--- src/rtl/riscv_defines.sv ---
// Shared machine-mode CSR definitions: addresses, access encodings and field layout.
package riscv_defines;

  localparam logic [11:0] CSR_MSTATUS  = 12'h300;
  localparam logic [11:0] CSR_MISA     = 12'h301;
  localparam logic [11:0] CSR_MIE      = 12'h304;
  localparam logic [11:0] CSR_MTVEC    = 12'h305;
  localparam logic [11:0] CSR_MSCRATCH = 12'h340;
  localparam logic [11:0] CSR_MEPC     = 12'h341;
  localparam logic [11:0] CSR_MCAUSE   = 12'h342;
  localparam logic [11:0] CSR_MTVAL    = 12'h343;
  localparam logic [11:0] CSR_MIP      = 12'h344;
  localparam logic [11:0] CSR_MHARTID  = 12'hF14;

  // Counter windows: addr[11:5] selects low (0xB00..) or high (0xB80..) halves.
  localparam logic [6:0] CNT_LO_WIN = 7'h58;
  localparam logic [6:0] CNT_HI_WIN = 7'h5C;

  typedef enum logic [1:0] {
    CsrNone = 2'b00,
    CsrRw   = 2'b01,
    CsrRs   = 2'b10,
    CsrRc   = 2'b11
  } csr_op_e;

  typedef enum logic [1:0] {
    MtvecDirect   = 2'b00,
    MtvecVectored = 2'b01
  } mtvec_mode_e;

  localparam int unsigned MSTATUS_MIE_BIT  = 3;
  localparam int unsigned MSTATUS_MPIE_BIT = 7;

  localparam logic [31:0] MISA_VALUE = 32'h4000_0100;
  localparam logic [31:0] MIE_MASK   = 32'h0000_0888;

  // Counter k lives at address index 0 (mcycle), 2 (minstret), then 3.. for hpm.
  function automatic logic [4:0] cnt_index(input int unsigned k);
    return (k == 0) ? 5'd0 : 5'(k + 1);
  endfunction

endpackage

--- src/rtl/csr_counter64.sv ---
// 64-bit event counter whose halves can be loaded independently; a load suppresses counting.
module csr_counter64 (
  input  logic        clk_i,
  input  logic        rst_i,
  input  logic        inc_i,
  input  logic        wr_lo_i,
  input  logic        wr_hi_i,
  input  logic [31:0] wdata_i,
  output logic [63:0] value_o
);

  logic [63:0] cnt_q, cnt_d;

  always_comb begin
    cnt_d = cnt_q;
    if (wr_lo_i) begin
      cnt_d[31:0] = wdata_i;
    end else if (wr_hi_i) begin
      cnt_d[63:32] = wdata_i;
    end else if (inc_i) begin
      cnt_d = cnt_q + 64'd1;
    end
  end

  always_ff @(posedge clk_i) begin
    if (rst_i) begin
      cnt_q <= '0;
    end else begin
      cnt_q <= cnt_d;
    end
  end

  assign value_o = cnt_q;

endmodule

--- src/rtl/csr_unit.sv ---
// Machine-mode CSR file: CSR access channel, trap/MRET sequencing, counters and irq pending.
module csr_unit
  import riscv_defines::*;
#(
  parameter int unsigned NUM_HPM     = 2,
  parameter logic [31:0] MTVEC_RESET = 32'h0000_0000,
  parameter logic [31:0] HART_ID     = 32'h0000_0000
) (
  input  logic               clk,
  input  logic               rst,
  input  logic               csr_valid,
  input  logic [1:0]         csr_op,
  input  logic [11:0]        csr_addr,
  input  logic [31:0]        csr_wdata,
  output logic [31:0]        csr_rdata,
  output logic               csr_illegal,
  input  logic               trap_valid,
  input  logic [31:0]        trap_cause,
  input  logic [31:0]        trap_pc,
  input  logic [31:0]        trap_tval,
  input  logic               mret_valid,
  output logic               redirect_valid,
  output logic [31:0]        redirect_pc,
  input  logic               instret_inc,
  input  logic [NUM_HPM-1:0] hpm_event,
  input  logic               irq_ext,
  input  logic               irq_timer,
  input  logic               irq_sw,
  output logic               irq_pending
);

  localparam int unsigned NumCnt = 2 + NUM_HPM;

  logic        mstatus_mie_q, mstatus_mpie_q;
  logic [31:0] mie_q, mtvec_q, mscratch_q, mepc_q, mcause_q, mtval_q;

  logic [31:0] mstatus_rd, mip_rd, rd_value, wval, vec_base;
  logic        rd_known, wr_attempt, write_ok;
  csr_op_e     op;

  logic [63:0]       cnt_val [NumCnt];
  logic [NumCnt-1:0] cnt_wr_lo, cnt_wr_hi;

  assign mstatus_rd = {19'b0, 2'b11, 3'b0, mstatus_mpie_q, 3'b0, mstatus_mie_q, 3'b0};
  assign mip_rd     = {20'b0, irq_ext, 3'b0, irq_timer, 3'b0, irq_sw, 3'b0};

  always_comb begin
    rd_known = 1'b1;
    rd_value = '0;
    case (csr_addr)
      CSR_MSTATUS:  rd_value = mstatus_rd;
      CSR_MISA:     rd_value = MISA_VALUE;
      CSR_MIE:      rd_value = mie_q;
      CSR_MTVEC:    rd_value = mtvec_q;
      CSR_MSCRATCH: rd_value = mscratch_q;
      CSR_MEPC:     rd_value = mepc_q;
      CSR_MCAUSE:   rd_value = mcause_q;
      CSR_MTVAL:    rd_value = mtval_q;
      CSR_MIP:      rd_value = mip_rd;
      CSR_MHARTID:  rd_value = HART_ID;
      default: begin
        rd_known = 1'b0;
        for (int unsigned k = 0; k < NumCnt; k++) begin
          if ((csr_addr[11:5] == CNT_LO_WIN || csr_addr[11:5] == CNT_HI_WIN) &&
              csr_addr[4:0] == cnt_index(k)) begin
            rd_known = 1'b1;
            rd_value = csr_addr[7] ? cnt_val[k][63:32] : cnt_val[k][31:0];
          end
        end
      end
    endcase
  end

  assign op          = csr_op_e'(csr_op);
  assign wr_attempt  = (op == CsrRw) || ((op == CsrRs || op == CsrRc) && (csr_wdata != '0));
  assign csr_illegal = csr_valid && (!rd_known || (csr_addr[11:10] == 2'b11 && wr_attempt));
  assign csr_rdata   = csr_illegal ? '0 : rd_value;
  // Trap and MRET take the cycle; a coincident CSR write is dropped.
  assign write_ok    = csr_valid && !csr_illegal && wr_attempt && !trap_valid && !mret_valid;

  always_comb begin
    case (op)
      CsrRw:   wval = csr_wdata;
      CsrRs:   wval = rd_value | csr_wdata;
      CsrRc:   wval = rd_value & ~csr_wdata;
      default: wval = rd_value;
    endcase
  end

  always_comb begin
    cnt_wr_lo = '0;
    cnt_wr_hi = '0;
    for (int unsigned k = 0; k < NumCnt; k++) begin
      if (write_ok && csr_addr[4:0] == cnt_index(k)) begin
        cnt_wr_lo[k] = (csr_addr[11:5] == CNT_LO_WIN);
        cnt_wr_hi[k] = (csr_addr[11:5] == CNT_HI_WIN);
      end
    end
  end

  for (genvar k = 0; k < NumCnt; k++) begin : g_cnt
    logic inc;
    if (k == 0) begin : g_cycle
      assign inc = 1'b1;
    end else if (k == 1) begin : g_instret
      assign inc = instret_inc;
    end else begin : g_hpm
      assign inc = hpm_event[k-2];
    end
    csr_counter64 u_cnt (
      .clk_i   (clk),
      .rst_i   (rst),
      .inc_i   (inc),
      .wr_lo_i (cnt_wr_lo[k]),
      .wr_hi_i (cnt_wr_hi[k]),
      .wdata_i (wval),
      .value_o (cnt_val[k])
    );
  end

  always_ff @(posedge clk) begin
    if (rst) begin
      mstatus_mie_q  <= 1'b0;
      mstatus_mpie_q <= 1'b0;
      mie_q          <= '0;
      mtvec_q        <= MTVEC_RESET;
      mscratch_q     <= '0;
      mepc_q         <= '0;
      mcause_q       <= '0;
      mtval_q        <= '0;
    end else if (trap_valid) begin
      mepc_q         <= trap_pc & ~32'h3;
      mcause_q       <= trap_cause;
      mtval_q        <= trap_tval;
      mstatus_mpie_q <= mstatus_mie_q;
      mstatus_mie_q  <= 1'b0;
    end else if (mret_valid) begin
      mstatus_mie_q  <= mstatus_mpie_q;
      mstatus_mpie_q <= 1'b1;
    end else if (write_ok) begin
      case (csr_addr)
        CSR_MSTATUS: begin
          mstatus_mie_q  <= wval[MSTATUS_MIE_BIT];
          mstatus_mpie_q <= wval[MSTATUS_MPIE_BIT];
        end
        CSR_MIE:      mie_q      <= wval & MIE_MASK;
        // Reserved modes 2/3 leave the current mode in place.
        CSR_MTVEC:    mtvec_q    <= {wval[31:2], (wval[1] ? mtvec_q[1:0] : wval[1:0])};
        CSR_MSCRATCH: mscratch_q <= wval;
        CSR_MEPC:     mepc_q     <= wval & ~32'h3;
        CSR_MCAUSE:   mcause_q   <= wval;
        CSR_MTVAL:    mtval_q    <= wval;
        default: ;
      endcase
    end
  end

  assign vec_base       = {mtvec_q[31:2], 2'b00};
  assign redirect_valid = trap_valid | mret_valid;

  always_comb begin
    redirect_pc = '0;
    if (trap_valid) begin
      if (mtvec_q[1:0] == MtvecVectored && trap_cause[31]) begin
        redirect_pc = vec_base + {25'b0, trap_cause[4:0], 2'b00};
      end else begin
        redirect_pc = vec_base;
      end
    end else if (mret_valid) begin
      redirect_pc = mepc_q;
    end
  end

  assign irq_pending = mstatus_mie_q & |(mie_q & mip_rd);

endmodule

--- config.mk ---
export PLATFORM = sky130hd
export DESIGN_NAME = csr_unit
export DESIGN_NICKNAME = d
export VERILOG_FILES = /design/src/rtl/riscv_defines.sv /design/src/rtl/csr_counter64.sv /design/src/rtl/csr_unit.sv
export SDC_FILE = /design/constraint.sdc
export NUM_CORES = 2
export LEC_CHECK = 0
export BUFFER_PORTS_ARGS = -buffer_cell sky130_fd_sc_hd__buf_2
export CAP_MARGIN = 20
export CORE_MARGIN = 8
export CORE_UTILIZATION = 35
export CTS_CLUSTER_SIZE = 20
export DETAILED_ROUTE_END_ITERATION = 8
export PLACE_DENSITY = 0.57
export SKIP_LAST_GASP = 1
export SYNTH_ARGS = -nofsm -noshare
export SYNTH_HDL_FRONTEND = slang
export SYNTH_SLANG_ARGS = --single-unit
--- constraint.sdc ---
create_clock -name clk -period 3.1 [get_ports clk]
set_clock_uncertainty 0.15 [all_clocks]
set_input_delay 0.465 -clock clk [delete_from_list [all_inputs] [get_ports clk]]
set_output_delay 0.465 -clock clk [all_outputs]
set_load 0.03 [all_outputs]
== Word-level counts from Yosys, hierarchy flattened ==
Index checks and enable logic that the tools add are counted.
Storage, ports and cells
  flip-flop bits (word level): 418
  word-level logic and storage cells: 177
Cells by class
  add/sub/neg operators: 5
  eq/ne operators: 24
  mux-type cells: 61
  bitwise gates (word level): 12
  reductions and logical operators: 58
Operators with widths (count)
  2-to-1 mux 32 bit: 36
  case mux 32 bit (10 select lines): 1
  adder 64 x 1 -> 64 bit (second input constant): 4
  2-to-1 mux 64 bit: 3
  equality test 12 x 10 -> 1 bit (second input constant): 9
  case mux 32 bit (3 select lines): 1
  adder 32 x 7 -> 32 bit: 1
  bitwise AND 32 bit: 1
  inverter 32 bit: 1
  OR 32 bit: 1
  nonzero test 32 bit: 1
  OR reduction 32 bit: 1
  nonzero test 2 bit: 12
  2-to-1 mux 1 bit: 20
  logical AND 1 bit: 16
  AND reduction 2 bit: 8
  equality test 7 bit (second input constant): 2
  bitwise AND 12 bit: 1
  equality test 12 bit (second input constant): 1
  AND reduction 4 bit: 3
  equality test 5 x 2 -> 1 bit (second input constant): 2
  OR reduction 10 bit: 1
  AND reduction 3 bit: 3
  inequality test 2 x 1 -> 1 bit (second input constant): 4
  other kinds (13): 27

== Longest topological paths before layout ==
  word-level depth: 20
  depth in mapped cells: 13
  gate-level depth less buffers: 10

== Modules after synthesis ==
A second synthesis with hierarchy kept.
Second synthesis, totals
  cells, all modules: 3915
  area total of the unflattened synthesis: 29603.4 um^2
By module, submodules not included
  csr_counter64: instances 4, cells each 577, area an instance 4342.9 um^2
  csr_unit: instances 1, cells each 1607, area an instance 12231.7 um^2

== Worst setup path before layout ==
OpenSTA, ideal clock, no wires.
  path type: in2out
  start point: input port trap_cause[0]
  end point: output port redirect_pc[30]
  arrival: 2.903 ns
  required time: 2.485 ns
  setup slack: -0.418 ns
  stages: 10
  buffers on the path: 0
  cell sequence: ha_1 > inv_1 > fa_1 > nor2b_1 > o21a_1 > o21ai_0 > a211oi_1 > nand4_1 > xor2_1 > mux2i_1
On the way
  longest elaborated chain between the ends: 3
RTL lines
  from (decl): line csr_unit.sv:18  | input logic [31:0] trap_cause,
  adder 32 x 7 -> 32 bit: line csr_unit.sv:165  | redirect_pc = vec_base + {25'b0, trap_cause[4:0], 2'b00};
  2-to-1 mux 32 bit: line csr_unit.sv:164  | if (mtvec_q[1:0] == MtvecVectored && trap_cause[31]) begin
  2-to-1 mux 32 bit: line csr_unit.sv:163  | if (trap_valid) begin
  to (decl): line csr_unit.sv:23  | output logic [31:0] redirect_pc,
No other way between the ends.

== Worst setup path after layout ==
  start point: register mtvec_q[2]
  end point: output port redirect_pc[22]
On the way
  longest elaborated chain between the ends: 3
RTL lines
  from (decl): line csr_unit.sv:35  | logic [31:0] mie_q, mtvec_q, mscratch_q, mepc_q, mcause_q, mtval_q;
  from (signal assigned): line csr_unit.sv:148  | CSR_MTVEC: mtvec_q <= {wval[31:2], (wval[1] ? mtvec_q[1:0] : wval[1:0])};
  adder 32 x 7 -> 32 bit: line csr_unit.sv:165
  2-to-1 mux 32 bit: line csr_unit.sv:164
  2-to-1 mux 32 bit: line csr_unit.sv:163
No other way between the ends.

==> results.txt <==
Status - complete, but fails checks
I/O Buffers - 215
Worst Path Max Fanout - 7
Core Util, Final - 51.3%
Final Slew Violations - 0
Post-route DRC - 0
Design area - 0.0422 sq mm
Clk Latency, worst-skew pair - 0.66 ns
Max IR drop VDD - 0.462 mV
Die width - 304 um
Crit path required time - 2.48 ns
Setup TNS - -9.02 ns
Placed cell count - 5621
Post-detailed-route wirelength per cell - 29.6 um
Max-cap violations - 0
Grt total ovfl - 0
Via density - 6.38
CTS Buf Count - 53
Largest net degree at the start of global routing - 146
Boundary Pins - 220
Crit path DAT - 3.05 ns
Vias in the first global route - 34675
Clock root cell - clkbuf_16
Tot Pwr - 15.1 mW
Bufs on Longest Clock Path - 3
Antenna Nets Post-Route - 0
Final hold violation count - 0
Num rows - 105
Sink Count - 418
WS Path Type - register to output pin
Final period utilization - 118%
Die height - 304 um
Initial DRC count - 5143
Period minus WS final - 3.66 ns
Clk pin slew, worst setup/hold paths - 0.07 ns
Number of enable flip-flop cells after synthesis - 0
Final setup viols - 39
Vias - 37567
All-Layer GR Usage - 35.4%
Initial Util - 35.4%
Synth Flop Type - dfxtp_1
Mean post-synth cell area - 7.50 sq um
Seq cells post-synth - 418
Final GP Congestion - 1.07
Failing checks - negative setup slack
Area growth from synthesis to layout - 45.0%
Post-DP Area - 0.0373 sq mm
Worst Hold Slack - 0.0325 ns
Pre-CTS setup slack - -0.856 ns
Synth Cell Area - 0.0291 sq mm
Worst-Margin Slew - 1.08 ns
Gate Count Post-Synth - 3880
Dpl hpwl - 134000 um
Antenna violations before repair - 15
Fin cells - 5892
F_max - 273 MHz
H-tree depth - 2
Global-route wire length before repair - 247000 um
Nets@finish - 4928
CTS tree - yes
Total Wirelength - 175000 um
Setup WS post-layout - -0.562 ns
Die area - 0.0927 sq mm
TritonRoute pass-1 iters - 9
Worst Setup Start Kind - register
Worst min path class - input port to register
Core area - 0.0822 sq mm
Share of cells above drive strength 1 - 30.3%
Synth Warn # - 0
RSZ-0062 raised after global routing - yes
Leakage power - 15.9 nW
Async set-or-reset flop fraction in the synthesized netlist - 0%
Power per Cell Area - 358 mW/mm^2
Leading cell type in the layout, fill and taps excluded - buf_4
Commonest non-fill, non-tap cells in the layout - buf_4, dfxtp_1, nand2_1
Post-synth cell types - 102
Seq/Total Area, Yosys - 28.7%
Crit end category - output pin
Slew Limit Headroom - 27.5%
[worst paths after layout]
check / startpoint / endpoint / slack, ns / depth (start not counted)
max: mtvec_q[2]$_SDFFE_PP0P_ / redirect_pc[22] / -0.56 / 12
min: trap_cause[31] / mcause_q[31]$_SDFFE_PP0P_ / 0.03 / 3
max reg2reg: g_cnt[3].u_cnt.value_o[5]$_SDFFE_PP0P_ / g_cnt[3].u_cnt.value_o[43]$_SDFFE_PP0P_ / 0.12 / 6
min reg2reg: mscratch_q[30]$_SDFFE_PP0P_ / mscratch_q[30]$_SDFFE_PP0P_ / 0.31 / 2
[cell families after synthesis]
kind of cell,Yosys count,synth area share (%)
simple gates,1576,27.5
compound gates,1139,26.8
buf+inv,422,6.10
flops,418,28.7
mux,172,6.17
xor+xnor,142,4.27
fa+ha+maj,10,0.456
other cells,1,0.0129
[power breakdown]
| group | leakage [nW] | switching (mW) | internal (mW) |
|---|---|---|---|
| combinational | 11.6 | 1.38 | 0.903 |
| clock | 0.968 | 2.82 | 4.43 |
| sequential | 3.39 | 0.110 | 5.46 |
[area by class of cell]
cell class              count  area (sq um)
repair buffers           1176          9990
diodes                     14          35.0
clock inverters            26           499
well taps                1070          1340
clock buffers              72          1510
flip-flops and latches    418          8380
inverters                  75           282
multi-input cells        3041         20200
fillers                  7922         40000
[cell usage after synthesis, drive strengths merged, types with 51 or more instances]
| library cell | number | area [sq um] |
|---|---|---|
| nand3 | 144 | 721 |
| and3 | 65 | 407 |
| o22ai | 59 | 369 |
| a211o | 51 | 447 |
| nand2 | 417 | 1570 |
| inv | 73 | 274 |
| buf | 112 | 611 |
| a211oi | 116 | 883 |
| a21oi | 235 | 1180 |
| nor2 | 361 | 1360 |
| xnor2 | 86 | 753 |
| dfxtp | 418 | 8370 |
| xor2 | 56 | 490 |
| mux2i | 140 | 1400 |
| clkbuf | 235 | 883 |
| o21ai | 190 | 951 |
| o211ai | 54 | 419 |
| a22oi | 55 | 413 |
| nor3 | 139 | 726 |
| a31oi | 103 | 644 |
| nand4 | 101 | 632 |
| nor4 | 74 | 539 |
[critical path, stage by stage (launching register included)]
cell      delay [ns]
dfxtp_2         0.35
ha_4            0.13
inv_2           0.03
fa_2            0.34
nor2b_1         0.13
o21a_1          0.17
o21ai_2         0.08
a211oi_2        0.21
buf_6           0.19
nand4_1         0.20
xor2_2          0.25
mux2i_4         0.15
buf_6           0.15
[per-layer routing]
layer	vias up	share of wire, %	global-route usage [%]
met3	615	13	10.3
met4	4	6.2	18.4
met5	-	0.011	0
met2	2586	41	51.6
li1	16323	-	-
met1	18039	40	46.9
[flip-flops by register name, summed over array words and instances, names as in the netlist, 3 cells and up]
register / count
mcause_q: 32
mepc_q: 30
mie_q: 3
mtval_q: 32
g_cnt.u_cnt.value_o: 256
mscratch_q: 32
mtvec_q: 31
[repair_timing]
item,in CTS,in global routing
gates resized for setup,229,138
hold buffers,90,0
gates cloned,1,0
endpoints found under the hold margin,90,0
buffers inserted,45,28
pin swaps,36,41
endpoints found under the setup margin,72,72
Power figures use the tool's default switching activity.
